--- config.mk ---
export PLATFORM = sky130hd
export DESIGN_NAME = fetch_sequencer_flat
export DESIGN_NICKNAME = d
export VERILOG_FILES = /design/src/rtl/fetch_sequencer_if.sv /design/src/rtl/fetch_sequencer.sv /design/src/flat_wrapper.sv
export SDC_FILE = /design/constraint.sdc
export NUM_CORES = 1
export LEC_CHECK = 0
export ABC_AREA = 1
export CORE_MARGIN = 2
export CORE_UTILIZATION = 46
export DETAILED_ROUTE_END_ITERATION = 8
export HOLD_SLACK_MARGIN = 0.15
export PLACE_DENSITY = 0.94
export SYNTH_ARGS = -nofsm -noshare
export SYNTH_HDL_FRONTEND = slang
export SYNTH_SLANG_ARGS = --single-unit
--- constraint.sdc ---
create_clock -name clk -period 2.7 [get_ports clk]
set_input_delay 0.54 -clock clk [delete_from_list [all_inputs] [get_ports clk]]
set_output_delay 0.54 -clock clk [all_outputs]
set_load 0.005 [all_outputs]
--- src/rtl/fetch_sequencer_if.sv ---
// Bus bundle between the fetch sequencer, program memory and the PC block.
// Also holds the shared Q-cycle / execute-state encodings used on that bus.
// master = sequencer side, slave = the surrounding core / bench.

`ifndef PC_WIDTH
`define PC_WIDTH 11
`endif

`ifndef FE_STATE_BITS
`define FE_STATE_BITS 2
`define FE_Q1 2'd0
`define FE_Q2 2'd1
`define FE_Q3 2'd2
`define FE_Q4 2'd3
`endif

`ifndef EX_STATE_BITS
`define EX_STATE_BITS 5
`define EX_Q1        5'd0
`define EX_Q2        5'd1
`define EX_Q3        5'd2
`define EX_Q4_NOP    5'd3
`define EX_Q4_OPTION 5'd4
`define EX_Q4_SLEEP  5'd5
`define EX_Q4_CLRWDT 5'd6
`define EX_Q4_TRIS   5'd7
`define EX_Q4_MOVWF  5'd8
`define EX_Q4_CLRW   5'd9
`define EX_Q4_CLRF   5'd10
`define EX_Q4_MOVF   5'd11
`define EX_Q4_FSZ    5'd12
`define EX_Q4_BXF    5'd13
`define EX_Q4_BTFSX  5'd14
`define EX_Q4_RETLW  5'd15
`define EX_Q4_CALL   5'd16
`define EX_Q4_GOTO   5'd17
`define EX_Q4_MOVLW  5'd18
`define EX_Q4_ALUXLW 5'd19
`define EX_Q4_ELSE   5'd20
`endif

interface fetch_sequencer_if #(
  parameter int INSTR_WIDTH = 12
);
  logic [`PC_WIDTH-1:0]      PC;
  logic                      skip;
  logic [INSTR_WIDTH-1:0]    progData;
  logic                      wake;
  logic [`PC_WIDTH-1:0]      progAddr;
  logic [INSTR_WIDTH-1:0]    IR;
  logic [`FE_STATE_BITS-1:0] fetchState;
  logic [`EX_STATE_BITS-1:0] executeState;
  logic                      sleeping;

  modport master (
    input  PC, skip, progData, wake,
    output progAddr, IR, fetchState, executeState, sleeping
  );

  modport slave (
    output PC, skip, progData, wake,
    input  progAddr, IR, fetchState, executeState, sleeping
  );
endinterface

--- src/rtl/fetch_sequencer.sv ---
// Four-phase Q-cycle sequencer: latches PC into progAddr at end of Q2, loads IR at end of Q4,
// decodes IR into an EX_Q4_* code at the Q3->Q4 edge; skip during Q1 squashes IR to NOP_WORD.
// Optional macro SLEEP_HALT_EN: SLEEP parks the counter at Q1 until wake is sampled high.

module fetch_sequencer #(
  parameter int                     INSTR_WIDTH = 12,
  parameter logic [INSTR_WIDTH-1:0] NOP_WORD    = 12'h000
) (
  input logic              clk,
  input logic              rst,
  fetch_sequencer_if.master bus
);

  typedef enum logic [`FE_STATE_BITS-1:0] {
    FE_S1 = `FE_Q1,
    FE_S2 = `FE_Q2,
    FE_S3 = `FE_Q3,
    FE_S4 = `FE_Q4
  } fe_state_t;

  fe_state_t                 fe_q;
  logic [`EX_STATE_BITS-1:0] ex_q;
  logic [INSTR_WIDTH-1:0]    ir_q;
  logic [`PC_WIDTH-1:0]      addr_q;

  // Priority decode of the 12-bit instruction word; unlisted patterns execute as NOP.
  function automatic logic [`EX_STATE_BITS-1:0] decode(input logic [11:0] w);
    logic [`EX_STATE_BITS-1:0] code;
    code = `EX_Q4_NOP;
    if      (w == 12'b0000_0000_0010)                                code = `EX_Q4_OPTION;
    else if (w == 12'b0000_0000_0011)                                code = `EX_Q4_SLEEP;
    else if (w == 12'b0000_0000_0100)                                code = `EX_Q4_CLRWDT;
    else if (w >= 12'b0000_0000_0101 && w <= 12'b0000_0000_0111)     code = `EX_Q4_TRIS;
    else if (w ==? 12'b0000_001?_????)                               code = `EX_Q4_MOVWF;
    else if (w == 12'b0000_0100_0000)                                code = `EX_Q4_CLRW;
    else if (w ==? 12'b0000_011?_????)                               code = `EX_Q4_CLRF;
    else if (w ==? 12'b0000_????_????)                               code = `EX_Q4_NOP;
    else if (w ==? 12'b0010_00??_????)                               code = `EX_Q4_MOVF;
    else if (w ==? 12'b0010_11??_???? || w ==? 12'b0011_11??_????)   code = `EX_Q4_FSZ;
    else if (w ==? 12'b00??_????_????)                               code = `EX_Q4_ELSE;
    else if (w ==? 12'b010?_????_????)                               code = `EX_Q4_BXF;
    else if (w ==? 12'b011?_????_????)                               code = `EX_Q4_BTFSX;
    else if (w ==? 12'b1000_????_????)                               code = `EX_Q4_RETLW;
    else if (w ==? 12'b1001_????_????)                               code = `EX_Q4_CALL;
    else if (w ==? 12'b101?_????_????)                               code = `EX_Q4_GOTO;
    else if (w ==? 12'b1100_????_????)                               code = `EX_Q4_MOVLW;
    else                                                             code = `EX_Q4_ALUXLW;
    return code;
  endfunction

`ifdef SLEEP_HALT_EN
  logic sleep_q;

  // Q-cycle FSM with fetch/decode side effects; a parked core only watches wake.
  always_ff @(posedge clk or posedge rst) begin
    if (rst) begin
      fe_q    <= FE_S1;
      ex_q    <= `EX_Q1;
      ir_q    <= NOP_WORD;
      addr_q  <= '0;
      sleep_q <= 1'b0;
    end else if (sleep_q) begin
      if (bus.wake) sleep_q <= 1'b0;
    end else begin
      case (fe_q)
        FE_S1: begin
          fe_q <= FE_S2;
          ex_q <= `EX_Q2;
          if (bus.skip) ir_q <= NOP_WORD;
        end
        FE_S2: begin
          fe_q   <= FE_S3;
          ex_q   <= `EX_Q3;
          addr_q <= bus.PC;
        end
        FE_S3: begin
          fe_q <= FE_S4;
          ex_q <= decode(ir_q[11:0]);
        end
        FE_S4: begin
          fe_q <= FE_S1;
          ex_q <= `EX_Q1;
          // The following word is already fetched; load it so wake resumes past the SLEEP.
          ir_q <= bus.progData;
          if (ex_q == `EX_Q4_SLEEP) sleep_q <= 1'b1;
        end
        default: begin
          fe_q <= FE_S1;
          ex_q <= `EX_Q1;
        end
      endcase
    end
  end

  assign bus.sleeping = sleep_q;
`else
  logic unused_wake;
  assign unused_wake = bus.wake;

  // Q-cycle FSM with fetch/decode side effects; SLEEP decodes but never halts.
  always_ff @(posedge clk or posedge rst) begin
    if (rst) begin
      fe_q   <= FE_S1;
      ex_q   <= `EX_Q1;
      ir_q   <= NOP_WORD;
      addr_q <= '0;
    end else begin
      case (fe_q)
        FE_S1: begin
          fe_q <= FE_S2;
          ex_q <= `EX_Q2;
          if (bus.skip) ir_q <= NOP_WORD;
        end
        FE_S2: begin
          fe_q   <= FE_S3;
          ex_q   <= `EX_Q3;
          addr_q <= bus.PC;
        end
        FE_S3: begin
          fe_q <= FE_S4;
          ex_q <= decode(ir_q[11:0]);
        end
        FE_S4: begin
          fe_q <= FE_S1;
          ex_q <= `EX_Q1;
          ir_q <= bus.progData;
        end
        default: begin
          fe_q <= FE_S1;
          ex_q <= `EX_Q1;
        end
      endcase
    end
  end

  assign bus.sleeping = 1'b0;
`endif

  assign bus.fetchState   = fe_q;
  assign bus.executeState = ex_q;
  assign bus.IR           = ir_q;
  assign bus.progAddr     = addr_q;

endmodule

--- src/flat_wrapper.sv ---
// flat-port wrapper written by rule: the top's interface ports become plain ports
module fetch_sequencer_flat 
#(
  parameter int                     INSTR_WIDTH = 12,
  parameter logic [INSTR_WIDTH-1:0] NOP_WORD    = 12'h000
)
  (clk, rst, bus_PC, bus_skip, bus_progData, bus_wake, bus_progAddr, bus_IR, bus_fetchState, bus_executeState, bus_sleeping);
  fetch_sequencer_if #(.INSTR_WIDTH(INSTR_WIDTH)) bus_i ();
  input logic clk;
  input logic rst;
  input wire logic [$bits(bus_i.PC)-1:0] bus_PC;
  input wire logic [$bits(bus_i.skip)-1:0] bus_skip;
  input wire logic [$bits(bus_i.progData)-1:0] bus_progData;
  input wire logic [$bits(bus_i.wake)-1:0] bus_wake;
  output wire logic [$bits(bus_i.progAddr)-1:0] bus_progAddr;
  output wire logic [$bits(bus_i.IR)-1:0] bus_IR;
  output wire logic [$bits(bus_i.fetchState)-1:0] bus_fetchState;
  output wire logic [$bits(bus_i.executeState)-1:0] bus_executeState;
  output wire logic [$bits(bus_i.sleeping)-1:0] bus_sleeping;
  assign bus_i.PC = bus_PC;
  assign bus_i.skip = bus_skip;
  assign bus_i.progData = bus_progData;
  assign bus_i.wake = bus_wake;
  assign bus_progAddr = bus_i.progAddr;
  assign bus_IR = bus_i.IR;
  assign bus_fetchState = bus_i.fetchState;
  assign bus_executeState = bus_i.executeState;
  assign bus_sleeping = bus_i.sleeping;
  fetch_sequencer #(.INSTR_WIDTH(INSTR_WIDTH), .NOP_WORD(NOP_WORD)) u_core (.clk(clk), .rst(rst), .bus(bus_i));
endmodule
# == Word-level counts from Yosys, hierarchy flattened ==
# Index checks and enable logic that the tools add are counted.
# word_totals
regBits,30
output_inout_bits,31
word_cells,53
# classes
order_cmp,2
n_eq_ne,19
mux,21
n_reduce_logical,7
# op_table
operator,n
$mux 5,16
$eq 12x2->1 const B,2
$pmux 12 s2,1
$pmux 5 s4,1
$eq 6x4->1 const B,3
$eq 12x3->1 const B,1
$eq 12x7->1 const B,1
$eq 4x4->1 const B,3
$ge 12x3->1 const B,1
$le 12x3->1 const B,1
$mux 12,1
$pmux 2 s4,1
$eq 7x1->1 const B,1
$eq 7x2->1 const B,1
$eq 3x2->1 const B,2
$eq 2x2->1 const B,2
$logic_not 2->1,2
$logic_not 4->1,1
$eq 3x3->1 const B,1
$eq 2x1->1 const B,1
$ne 2x2->1 const B,1
$reduce_and 2->1,1
$reduce_bool 2->1,1
$logic_and 1x1->1,1
other kinds (2),2

# == Depth between registers and ports, before layout ==
# depth
depth_word,19
ltp_mapped,8

# == Worst setup path before layout ==
# OpenSTA, ideal clock, no wires.
# synth_timing
kind,reg2reg
from,"register u_core.fe_q[1], in the netlist u_core.bus.fetchState[1]"
to,"register u_core.ir_q[0], in the netlist u_core.bus.IR[0]"
t_arrival_ns,1.281
t_required_ns,2.565
slack_ns,1.284
path_stages_with_launch,9
period_less_slack_ns,1.416
cell_sequence,dfrtp_1 -> inv_1 -> ha_1 -> inv_1 -> nor2_2 -> inv_1 -> buf_2 -> nand3_1 -> o21ai_0
# synth_via
elab_chain_cells,3
# synth_lines
item,line_no,text
"start, declared",fetch_sequencer.sv:21,fe_state_t fe_q;
"start signal, assigned",fetch_sequencer.sv:103,fe_q <= FE_S1;
"start signal, assigned",fetch_sequencer.sv:110,fe_q <= FE_S2;
"start signal, assigned",fetch_sequencer.sv:115,fe_q <= FE_S3;
$eq 2x2->1 or $logic_not 2->1 (tied branches),fetch_sequencer.sv:108,case (fe_q)
$reduce_bool 2->1 (no source line) or $ne 2x2->1 (tied branches),n/a,
$reduce_and 2->1 (no source line),n/a,
"end signal, assigned",fetch_sequencer.sv:126,ir_q <= bus.progData;
"end, declared",fetch_sequencer.sv:23,logic [INSTR_WIDTH-1:0] ir_q;
# Parallel ways exist; a longest one is shown, timed or not.
# A chain may end at the register's enable or synchronous reset.

# == Final worst setup path ==
# layout_timing
from,"register u_core.ir_q[11], in the netlist u_core.bus.IR[11]"
to,output port bus_IR[11]
# layout_lines
item,line_no,text
"end, declared",flat_wrapper.sv:16,output wire logic [$bits(bus_i.IR)-1:0] bus_IR;
# No word-level cell between the ends.

==> impl_results.md <==
- I/O Pins: 58
- Worst Path Buf+Inv: 1
- CP Data Required Time: 2.16 ns
- Input/output buffers: 55
- Total gr overflow: 0
- Combinational share of power: 0.161
- Hold bufs inserted after CTS: 0
- Hold Crit Class: in2async
- Placed Instance Area: 2080 µm²
- Fmax: 0.515 GHz
- Sink Count: 30
- Asr flop ratio synth: 1.00
- Final HPWL DP: 2810 µm
- CP Launch Type: flip-flop
- Area growth, synth to finish: 44.0%
- Reg2Reg Setup Slack: 0.91 ns
- Internal: 0.676 mW
- Setup crit start: u_core.bus.IR[11]
- Final Skew: 0.0146 ns
- Top FF cell, synth: dfrtp_1
- CTS tree: done
- Syn Std Cell Area: 1490 µm²
- Yosys warns: 0
- Seq/Total Area, Yosys: 0.503
- Crit-path cells: clkdlybuf4s50_1
- Finished Cell Area: 2150 µm²
- Post-route clock period utilization: 0.720
- Yosys reg bits: 30
- Placer Congestion: 0.905
- DR vias: 1388
- Post-synthesis cell type count: 24
- Post-synth top area cell: dfrtp_1
- Sw power: 0.242 mW
- Post-synthesis net count: 199
- GR Util All Layers: 0.226
- CTS Buf Count: 5
- Status: finished clean
- Count leader, synth: nand2_1
- GR met1 Demand/Resource: 0.272
- Fillers: 247
- DR pass1 iterations: 5
- Via density: 5.10
- Switching share of power: 0.264
- Top post-synthesis cells by count: nand2_1, dfrtp_1, nor2_1
- Sequential Power Share: 0.527
- Max_cap viols: 0
- Width of the die: 60.9 µm
- Setup Crit Path Kind: reg2out
- Core ar.: 3080 µm²
- Slew Viols, Final: 0
- PwrDens: 428 nW/µm²
- Initial antenna violation count: 0
- Largest cells by area after synthesis: dfrtp_1, mux2_2, nand2_1, nand3_1, nor2_1
- Clk_lat worst skew: 0.34 ns
- DRT iter0 DRCs: 89
- Clk slew on worst S/H paths: 0.09 ns
- H-tree level count: 2
- # diodes: 0
- Drc violations: 0
- Global-route met2 utilization: 0.395
- FF+latch area: 751 µm²
- Top cell type's share of synthesized area: 0.503
- Post-route minimum period: 1.94 ns
- Final #Nets: 258
- Hold slack: 0.358 ns
- Post-synth EDFFs: 0
- RSZ-0062 raised after global routing: no
- Largest net degree at the start of global routing: 29
- CP endpoint kind: output pin
- Full die area: 3710 µm²
- Vias in the first global route: 1309
- Worst path arrival time: 1.40 ns
- Resize count post-CTS: 0
- Die Y-Extent: 60.9 µm
- CTS Buffer Depth: 2
- First-pass GRT wire length: 6040 µm
- Critical path's slowest cell: clkdlybuf4s50_1
- Root Driver: clkbuf_4
- Leakage: 0.999 nW
- WL/cell: 13.6 µm
- Max incr delay on CP: 0.56 ns
- Final hold viol count: 0
- Clk pwr share: 0.312
- FF-to-FF Start: u_core.bus.fetchState[0]
- Setup repair bufs after CTS: 0
- # setup viols final: 0
- Fraction of layout cells with a size suffix above 1: 0.123
- WL final: 3690 µm
- Row Count: 20
- Busiest grt layer: met2
- Peak VDD IR: 0.247 mV
- CP Max Fanout: 8
- M3 GR Usage: 0.0469
- Final Util: 0.698
- Starting Density: 0.485
- Setup TNS: 0 ns
- Multi-input gate area: 648 µm²
- Antenna viol nets, final: 0
- Post-Syn Instances: 168
- Syn_area_per_cell: 8.88 µm²
- Largest delay share family, worst path: buffers and inverters
-- cells in the final DEF, fill, tap and decap left out, drive strengths merged --
cell type / netlist / routed
clkdlybuf4s50: 0 / 55
nand2: 32 / 32
dfrtp: 30 / 30
nor2: 25 / 25
nand3: 20 / 20
inv: 19 / 19
o21ai: 14 / 14
mux2: 11 / 11
clkbuf: 0 / 6
ha: 4 / 4
nand4: 3 / 3
a21oi: 2 / 2
a22oi: 1 / 1
and2: 1 / 1
nand3b: 1 / 1
conb: 1 / 1
clkinv: 0 / 1
clkinvlp: 0 / 1
buf: 4 / 1
-- flip-flops by register name (all words and copies together), names as in the netlist --
name,count
u_core.bus.fetchState,2
u_core.bus.IR,12
u_core.bus.progAddr,11
u_core.bus.executeState,5
-- power groups by stage --
stage | Clock, mW | Sequential (mW) | Combinational (mW)
finish | 0.287 | 0.484 | 0.147
global route | 0.310 | 0.487 | 0.161
CTS | 0.291 | 0.484 | 0.148
detailed placement | 0 | 0.492 | 0.146
global placement | 0 | 0.491 | 0.141
floorplan | 0 | 0.491 | 0.0592
-- per-layer routing --
layer	part of all wire	routed length (µm)
met3	0.073	269
met1	0.37	1370
met2	0.53	1950
met5	0	0
met4	0.028	102
-- metrics by stage --
step	cells	power [mW]	setup slack [ns]
floorplan	168	0.550	1.28
global placement	264	0.632	0.989
detailed placement	264	0.639	0.920
CTS	272	0.923	0.742
global route	272	0.958	0.637
finish	272	0.919	0.757
-- final timing paths --
check / endpoint / cells after the start
worst min register to register: u_core.bus.progAddr[2] / 1
worst max register to register: u_core.bus.IR[11] / 4
worst max-delay path: bus_IR[11] / 1
max in group asynchronous: u_core.bus.IR[11] / 3
min in group clk: u_core.bus.progAddr[2] / 1
worst min-delay path: u_core.bus.progAddr[1] / 2
-- worst register-to-register path: stages, from the launching register on --
cell and delay (ns):
dfrtp_1 0.44, ha_1 0.47, nor2_1 0.18, nor2_1 0.40, o21ai_0 0.15
-- final cells by class --
class / count / share of cell area
repair buffers: 56 / 0.260
clock buffers: 6 / 0.0239
well taps: 44 / 0.0256
inverters: 19 / 0.0332
flip-flops and latches: 30 / 0.350
clock inverters: 2 / 0.00583
multi-input cells: 115 / 0.302
-- kinds of logic (layout without fill, tap and decap cells) --
family | count (synthesis) | count (layout) | share of synthesized area
AND/OR/NAND/NOR | 82 | 82 | 0.254
flip-flops | 30 | 30 | 0.503
buffers and inverters | 23 | 83 | 0.0621
AO/OA/AOI/OAI | 17 | 17 | 0.0612
multiplexers | 11 | 11 | 0.0831
adder cells (fa/ha/maj) | 4 | 4 | 0.0336
other | 1 | 1 | 0.00251
Note: power is estimated with default switching activity, not from simulation.
